$ cat config.mk
export PLATFORM = sky130hd
export DESIGN_NAME = if_stage
export DESIGN_NICKNAME = d
export VERILOG_FILES = /design/src/rtl/cpu_pkg.sv /design/src/rtl/pc_reg.sv /design/src/rtl/if_stage.sv
export SDC_FILE = /design/constraint.sdc
export NUM_CORES = 1
export LEC_CHECK = 0
export ABC_AREA = 1
export ABC_CLOCK_PERIOD_IN_PS = 1900
export BUFFER_PORTS_ARGS = -buffer_cell sky130_fd_sc_hd__clkbuf_2
export CORE_MARGIN = 5
export CORE_UTILIZATION = 50
export CTS_CLUSTER_DIAMETER = 80
export DETAILED_ROUTE_END_ITERATION = 8
export PLACE_DENSITY = 0.77
export SYNTH_ARGS = -nofsm -noshare
export SYNTH_HDL_FRONTEND = slang
export SYNTH_SLANG_ARGS = --single-unit
$ cat constraint.sdc
create_clock -name clk_i -period 1.9 [get_ports clk_i]
set_input_delay 0.095 -clock clk_i [delete_from_list [all_inputs] [get_ports clk_i]]
set_output_delay 0.095 -clock clk_i [all_outputs]
set_load 0.05 [all_outputs]
$ cat src/rtl/cpu_pkg.sv
// ----------------------------------------------------------------------------
// cpu_pkg
// Shared types and constants for the fetch, decode and hazard stages.
//   XLEN        : datapath / address width
//   NOP_INSTR   : instruction word loaded into a squashed pipeline register
//   INSTR_BYTES : byte size of one instruction (PC increment)
//   if_state_t  : fetch-stage run state
//   pc_sel_t    : next-PC mux select
//   ifid_op_t   : IF/ID register update action
// ----------------------------------------------------------------------------
package cpu_pkg;

    localparam int unsigned XLEN        = 32;
    localparam logic [XLEN-1:0] NOP_INSTR = 32'h0000_0000;
    localparam int unsigned INSTR_BYTES = 4;

    typedef enum logic {
        IDLE = 1'b0,
        RUN  = 1'b1
    } if_state_t;

    typedef enum logic [1:0] {
        PC_HOLD     = 2'd0,
        PC_INC      = 2'd1,
        PC_REDIRECT = 2'd2
    } pc_sel_t;

    typedef enum logic [1:0] {
        IFID_HOLD   = 2'd0,
        IFID_LOAD   = 2'd1,
        IFID_BUBBLE = 2'd2
    } ifid_op_t;

    // Clear the byte-offset bits so the PC always points at a whole word.
    function automatic logic [XLEN-1:0] align_word(input logic [XLEN-1:0] addr);
        return addr & ~(XLEN'(INSTR_BYTES) - XLEN'(1));
    endfunction

endpackage : cpu_pkg

$ cat src/rtl/pc_reg.sv
// ----------------------------------------------------------------------------
// pc_reg
// Program counter register with its next-PC mux.
//   clk_i    : clock, rising edge
//   rst_i    : async active-low reset, loads RESET_PC
//   sel      : PC_HOLD / PC_INC / PC_REDIRECT
//   target   : redirect address (word-aligned here)
//   pc       : current PC
//   pc_plus4 : PC + INSTR_BYTES, wrapping modulo 2^XLEN
// ----------------------------------------------------------------------------
module pc_reg
    import cpu_pkg::*;
#(
    parameter logic [31:0] RESET_PC = 32'h0000_0000
) (
    input  logic            clk_i,
    input  logic            rst_i,
    input  pc_sel_t         sel,
    input  logic [XLEN-1:0] target,
    output logic [XLEN-1:0] pc,
    output logic [XLEN-1:0] pc_plus4
);

    localparam logic [XLEN-1:0] RESET_PC_ALIGNED = align_word(RESET_PC);

    logic [XLEN-1:0] pc_next;

    // Natural XLEN-bit overflow gives the required wrap 0xFFFF_FFFC -> 0.
    assign pc_plus4 = pc + XLEN'(INSTR_BYTES);

    always_comb begin
        pc_next = pc;
        case (sel)
            PC_INC:      pc_next = pc_plus4;
            PC_REDIRECT: pc_next = align_word(target);
            default:     pc_next = pc;
        endcase
    end

    always_ff @(posedge clk_i or negedge rst_i) begin
        if (!rst_i) begin
            pc <= RESET_PC_ALIGNED;
        end else begin
            pc <= pc_next;
        end
    end

endmodule : pc_reg

$ cat src/rtl/if_stage.sv
// ----------------------------------------------------------------------------
// if_stage
// Instruction fetch stage: PC, IF/ID pipeline register, run FSM and
// saturating stall/flush event counters.
//   clk_i, rst_i  : clock (rising edge) and async active-low reset
//   start_i       : run enable; low parks the stage in IDLE
//   stall_i       : freeze PC and IF/ID (highest priority in RUN)
//   flush_i       : redirect to target_i and squash IF/ID
//   target_i      : redirect address, sampled with flush_i
//   imem_addr_o   : instruction memory byte address (= pc_o)
//   imem_instr_i  : instruction word read combinationally at imem_addr_o
//   pc_o          : current PC
//   ifid_pc_o     : IF/ID PC+4
//   ifid_instr_o  : IF/ID instruction
//   ifid_valid_o  : IF/ID holds a real instruction
//   stall_cnt_o   : applied stall cycles, saturating
//   flush_cnt_o   : applied flushes, saturating
//
// state | meaning
// IDLE  | PC held, bubbles into IF/ID, stall/flush ignored
// RUN   | fetching; stall > flush > normal fetch each cycle
// ----------------------------------------------------------------------------
module if_stage
    import cpu_pkg::*;
#(
    parameter logic [31:0] RESET_PC = 32'h0000_0000,
    parameter int          CNT_W    = 32
) (
    input  logic             clk_i,
    input  logic             rst_i,
    input  logic             start_i,
    input  logic             stall_i,
    input  logic             flush_i,
    input  logic [31:0]      target_i,
    output logic [31:0]      imem_addr_o,
    input  logic [31:0]      imem_instr_i,
    output logic [31:0]      pc_o,
    output logic [31:0]      ifid_pc_o,
    output logic [31:0]      ifid_instr_o,
    output logic             ifid_valid_o,
    output logic [CNT_W-1:0] stall_cnt_o,
    output logic [CNT_W-1:0] flush_cnt_o
);

    localparam logic [CNT_W-1:0] CNT_MAX = {CNT_W{1'b1}};

    if_state_t       state;
    if_state_t       state_next;
    pc_sel_t         pc_sel;
    ifid_op_t        ifid_op;
    logic            stall_inc;
    logic            flush_inc;
    logic [XLEN-1:0] pc;
    logic [XLEN-1:0] pc_plus4;

    pc_reg #(
        .RESET_PC (RESET_PC)
    ) u_pc_reg (
        .clk_i    (clk_i),
        .rst_i    (rst_i),
        .sel      (pc_sel),
        .target   (target_i),
        .pc       (pc),
        .pc_plus4 (pc_plus4)
    );

    assign pc_o        = pc;
    assign imem_addr_o = pc;

    // FSM: state register
    always_ff @(posedge clk_i or negedge rst_i) begin
        if (!rst_i) begin
            state <= IDLE;
        end else begin
            state <= state_next;
        end
    end

    // FSM: next state
    always_comb begin
        state_next = state;
        case (state)
            IDLE:    if (start_i)  state_next = RUN;
            RUN:     if (!start_i) state_next = IDLE;
            default: state_next = IDLE;
        endcase
    end

    // FSM: per-cycle actions. A flush coinciding with a stall is dropped;
    // the hazard unit keeps flush_i asserted until the stall clears.
    always_comb begin
        pc_sel    = PC_HOLD;
        ifid_op   = IFID_BUBBLE;
        stall_inc = 1'b0;
        flush_inc = 1'b0;
        case (state)
            RUN: begin
                if (stall_i) begin
                    pc_sel    = PC_HOLD;
                    ifid_op   = IFID_HOLD;
                    stall_inc = 1'b1;
                end else if (flush_i) begin
                    pc_sel    = PC_REDIRECT;
                    ifid_op   = IFID_BUBBLE;
                    flush_inc = 1'b1;
                end else begin
                    pc_sel    = PC_INC;
                    ifid_op   = IFID_LOAD;
                end
            end
            default: begin
                pc_sel  = PC_HOLD;
                ifid_op = IFID_BUBBLE;
            end
        endcase
    end

    // IF/ID pipeline register
    always_ff @(posedge clk_i or negedge rst_i) begin
        if (!rst_i) begin
            ifid_pc_o    <= '0;
            ifid_instr_o <= NOP_INSTR;
            ifid_valid_o <= 1'b0;
        end else begin
            case (ifid_op)
                IFID_LOAD: begin
                    ifid_pc_o    <= pc_plus4;
                    ifid_instr_o <= imem_instr_i;
                    ifid_valid_o <= 1'b1;
                end
                IFID_BUBBLE: begin
                    ifid_pc_o    <= '0;
                    ifid_instr_o <= NOP_INSTR;
                    ifid_valid_o <= 1'b0;
                end
                default: begin
                    ifid_pc_o    <= ifid_pc_o;
                    ifid_instr_o <= ifid_instr_o;
                    ifid_valid_o <= ifid_valid_o;
                end
            endcase
        end
    end

    // Saturating event counters
    always_ff @(posedge clk_i or negedge rst_i) begin
        if (!rst_i) begin
            stall_cnt_o <= '0;
            flush_cnt_o <= '0;
        end else begin
            if (stall_inc && (stall_cnt_o != CNT_MAX)) begin
                stall_cnt_o <= stall_cnt_o + CNT_W'(1);
            end
            if (flush_inc && (flush_cnt_o != CNT_MAX)) begin
                flush_cnt_o <= flush_cnt_o + CNT_W'(1);
            end
        end
    end

endmodule : if_stage

# Word level (Yosys, flattened, before mapping)
# Index checks and enable logic that the tools add are counted.
# word_totals
reg_bits	162
latch_bits	0
mem_bits_rw	0
romBits	0
mem_count	0
# classes
n_addsub	3
mul	0
div	0
order_cmp	0
eq_ne	6
shifts	0
muxes	14
bitwise_logic	0
reduce_logical	4
# ops
cell	n
$pmux W32 S2	3
$add A32 B1 Y32 const B	2
$ne A32 B32 Y1 const B	2
$add A32 B3 Y32 const B	1
$mux W2	4
$mux W1	6
$eq A2 B1 Y1 const B	2
$eq A2 B2 Y1 const B	2
$reduce_bool A2 Y1	2
$logic_and A1 B1 Y1	2
$pmux W1 S2	1

# Logic depth before layout (Yosys ltp)
# logic_depth
ltp_word	5
ltp_mapped	11
mapped_depth_nobuf	11

# Cells and area by module
# Synthesis repeated with hierarchy kept, for this count alone.
# unflattened
cells_unflattened	1387
hier_area_um2	9569.2
# by_module_without_submodules
module	instances	cells_each	area_each_um2	seq_area_each_um2
if_stage	1	985	7138.1	3253.1
pc_reg	1	402	2431.1	750.7

# Worst setup path before layout
# OpenSTA, ideal clock, no wires.
# synth_path
kind	register to register
start	register stall_cnt_o[0]
end	register stall_cnt_o[22]
arrival_time_ns	1.883
required_time_ns	1.782
setup_slack_ns	-0.101
stages_incl_launch_ff	12
n_path_buf	1
period_less_slack_ns	2.001
cell_sequence	dfrtp_1 ha_1 inv_1 nor2_4 nand2_4 nor2_4 nand2_2 nand2_8 inv_6 buf_6 nand2_1 nand2_1
# synth_via
elab_chain_len	2
word_cells_on_any_way	3
classes_between	add/sub: 1; eq/ne: 1; reduce/logical: 1
# synth_lines
item	line_no	source
start: declaration	if_stage.sv:41	output logic [CNT_W-1:0] stall_cnt_o,
start signal: assignment	if_stage.sv:152	stall_cnt_o <= stall_cnt_o + CNT_W'(1);
branches (longest 2 deep; another with $add A32 B1 Y32)	--	
# Parallel ways; which one is timed is not known.
# A chain may end at the register's enable or synchronous reset.

# Worst setup path after layout
# layout_path
start	register flush_cnt_o[1]
end	register flush_cnt_o[18]
# layout_via
elab_chain_len	2
word_cells_on_any_way	3
classes_between	add/sub: 1; eq/ne: 1; reduce/logical: 1
# layout_lines
item	line_no	source
start: declaration	if_stage.sv:42	output logic [CNT_W-1:0] flush_cnt_o
start signal: assignment	if_stage.sv:155	flush_cnt_o <= flush_cnt_o + CNT_W'(1);
branches (longest 2 deep; another with $add A32 B1 Y32)	--	
# Parallel ways; which one is timed is not known.

==> metrics.md <==
| Metric | Value |
|---|---|
| Run status | finished clean |
| Area of the multi-input gates | ~0.0044 mm^2 |
| Core area | around 0.018 mm^2 |
| Mapped Cells | 1271 |
| Mapped Area | 0.009084 mm^2 |
| Worst-skew pair later-pin latency | ~0.43 ns |
| Via count | between 9000 and 10000 |
| Final instance area | about 0.012 mm^2 |
| Async set-or-reset flop fraction in the synthesized netlist | 1.000 |
| Flops & latches, synth | 159 |
| Die H | between 100 and 150 um |
| First-pass GRT wire length | between 40000 and 50000 um |
| Setup total negative slack | 0 ns |
| Final Skew | approximately 0.015 ns |
| Chip width | ~140 um |
| Sequential cell area | between 0.003 and 0.004 mm^2 |
| WHS | about 0.009 ns |
| # Max-Cap Violations | 0 |
| Syn Area/Cell | between 7 and 8 um^2 |
| Starting DRT DRC Count | between 600 and 700 |
| Worst-path clk slew | ~0.060 ns |
| RSZ-0062 raised after global routing | no |
| Share of cells above drive strength 1 | 0.2271 |
| R2R setup slack | 0.15 ns |
| Gr usage total | 0.2712 |
| Slew Limit Fails | 0 |
| CTS Buffer Depth | 2 |
| Dpl cell area | around 0.011 mm^2 |
| Initial antenna violation count | 0 |
| Sequential share of the synthesized area | 0.4380 |
| GPL Wtd Cong | just over 0.9 |
| # fillers | around 1500 |
| # rows | 49 |
| Highest Clock Rate | roughly 570 MHz |
| Crit end category | register |
| Drt wl/cell | ~16 um |
| Grt total ovfl | 0 |
| Biggest registers after layout | flush_cnt_o x32, ifid_instr_o x32, stall_cnt_o x32 |
| Post-DP HPWL | 20470 um |
| Worst min path class | primary input to register |
| TritonCTS clock tree | yes |
| H-tree depth | 4 |
| Port Buffers | about 260 |
| Vias per cell | between 5 and 6 |
| First-pass DRT Iterations | 5 |
| Ports | 262 |
| Fin crit period | between 1.5 and 2 ns |
| Fin nets | around 1600 |
| Clock Tree Root | clkbuf_16 |
| Fin util | 0.6569 |
| Synthesis-to-layout area growth | 29.46% |
| DRC viols | 0 |
| Arrival @ worst endpoint | approximately 2.1 ns |
| Largest net degree at the start of global routing | 50 |
| Pre-CTS worst setup slack | -0.02439 ns |
| Final period util | 0.9235 |
| Setup slack after layout | 0.1454 ns |
| CP required | 2.21 ns |
| PwrDens | 1178 mW/mm^2 |
| Peak supply drop | between 1 and 1.5 mV |
| Vias in the first global route | ~9000 |
| Yosys warning count | 0 |
| Initial Utilization | 0.5074 |
| Number of flops mapped to enable cells by yosys | 0 |
| Startpoint Class | register |
| Clock sinks | around 160 |
| Ys flop type | dfrtp_1 |
| Die area | between 0.02 and 0.025 mm^2 |
| P_leak | just over 0.006 uW |
| Final setup viols | 0 |
| Critical path peak fanout | 9 |
| Drt total wl | roughly 28000 um |
| Number of buffers created by CTS | 17 |
| Crit Path Class | register to register |
| Routed Antenna Nets | 0 |
| Library cells used by synthesis | 32 |
| Final Hold Fails | 0 |
| N_diodes | 0 |
-- worst max-delay path: stages, from the launching register on --
cell	delay [ns]
dfrtp_2	0.39
ha_1	0.21
inv_1	0.09
nor2_4	0.14
nand2_2	0.10
nor2_2	0.16
nand2_1	0.11
nand2_4	0.14
buf_4	0.17
nor2_1	0.04
nand2_1	0.05
nand2_1	0.05
-- metrics by stage --
step	std cells	total power, uW
global placement	1732	10250
CTS	1813	13900
floorplan	1274	8941
detailed placement	1732	10340
global route	1814	14500
finish	1814	13860
-- cell usage in the layout (no fill, tap or decap), types with 6 or more instances in the layout --
cell type,n
dfrtp_2,6
nand2_1,552
dlygate4sd3_1,49
buf_12,7
clkbuf_16,17
nor2_1,177
clkbuf_2,254
a22o_1,33
o21ai_1,9
xnor2_1,17
xor2_1,18
nor2_2,6
dfrtp_1,153
buf_4,38
o21ai_0,53
nand3_1,46
nand3b_1,23
inv_1,69
-- layout make-up --
class,instances,share of cell area
Clock buffer,21,0.03915
Clock inverter,11,0.01128
Inverter,71,0.02351
Multi-Input combinational cell,973,0.3745
Sequential cell,159,0.3390
Tap cell,229,0.02436
Timing Repair Buffer,350,0.1882
-- kinds of logic after synthesis --
kind of cell,synth area share
DFF,0.4380
AOI/OAI and AO/OA,0.07534
buffers and inverters,0.08030
adders and majority gates,0.006887
other,0.0004128
and+or+nand+nor,0.3653
xor gates and xnor gates,0.03375
-- layer usage --
metal  vias to the layer above  track usage  share of wire
met2                       358       0.4714           0.50
li1                       4542            -              -
met3                        69      0.04798          0.064
met5                         -            0              0
met4                         0      0.08984          0.029
met1                      4307       0.3422           0.41
-- what timing repair did --
item,in CTS,in global routing
gates cloned,0,0
endpoints found under the hold margin,93,0
setup buffers,0,1
pin swaps,0,1
hold buffers,49,0
resized for setup,1,5
setup endpoints to repair,17,33
-- power by group --
part           leakage [uW]  switching (uW)  internal [uW]
combinational       0.00374            4430           1350
clock              0.000284            1450           2020
sequential          0.00210             657           3950
-- final timing paths --
check	start	end	depth (start not counted)
setup / recovery	flush_cnt_o[1]	flush_cnt_o[18]	11
hold / removal	target_i[20]	u_pc_reg.pc[20]	5
setup reg to reg	flush_cnt_o[1]	flush_cnt_o[18]	11
hold reg to reg	ifid_pc_o[18]	ifid_pc_o[18]	2
max in group asynchronous	rst_i	u_pc_reg.pc[2]	3
min in group asynchronous	rst_i	stall_cnt_o[10]	2
-- cells in the mapped netlist, types with 2 or more instances --
cell      number  area [um^2]
a21o_1         4        30.03
a21oi_1        5        25.02
a22o_1        33        289.0
and2_1         2        12.51
buf_2          3        15.01
buf_4         36        270.3
buf_6          7        78.83
clkbuf_1      25        93.84
dfrtp_1      159         3979
ha_1           5        62.56
inv_1         69        259.0
nand2_1      552         2072
nand2_2        6        37.54
nand3_1       46        230.2
nand3b_1      23        172.7
nor2_1       178        668.1
nor2_2         6        37.54
nor2_4         4        45.04
o21a_1         2        15.01
o21ai_0       53        265.3
o21ai_1        9        45.04
xnor2_1       17        148.9
xor2_1        18        157.7
No activity file was read; power rests on OpenSTA's default activity.
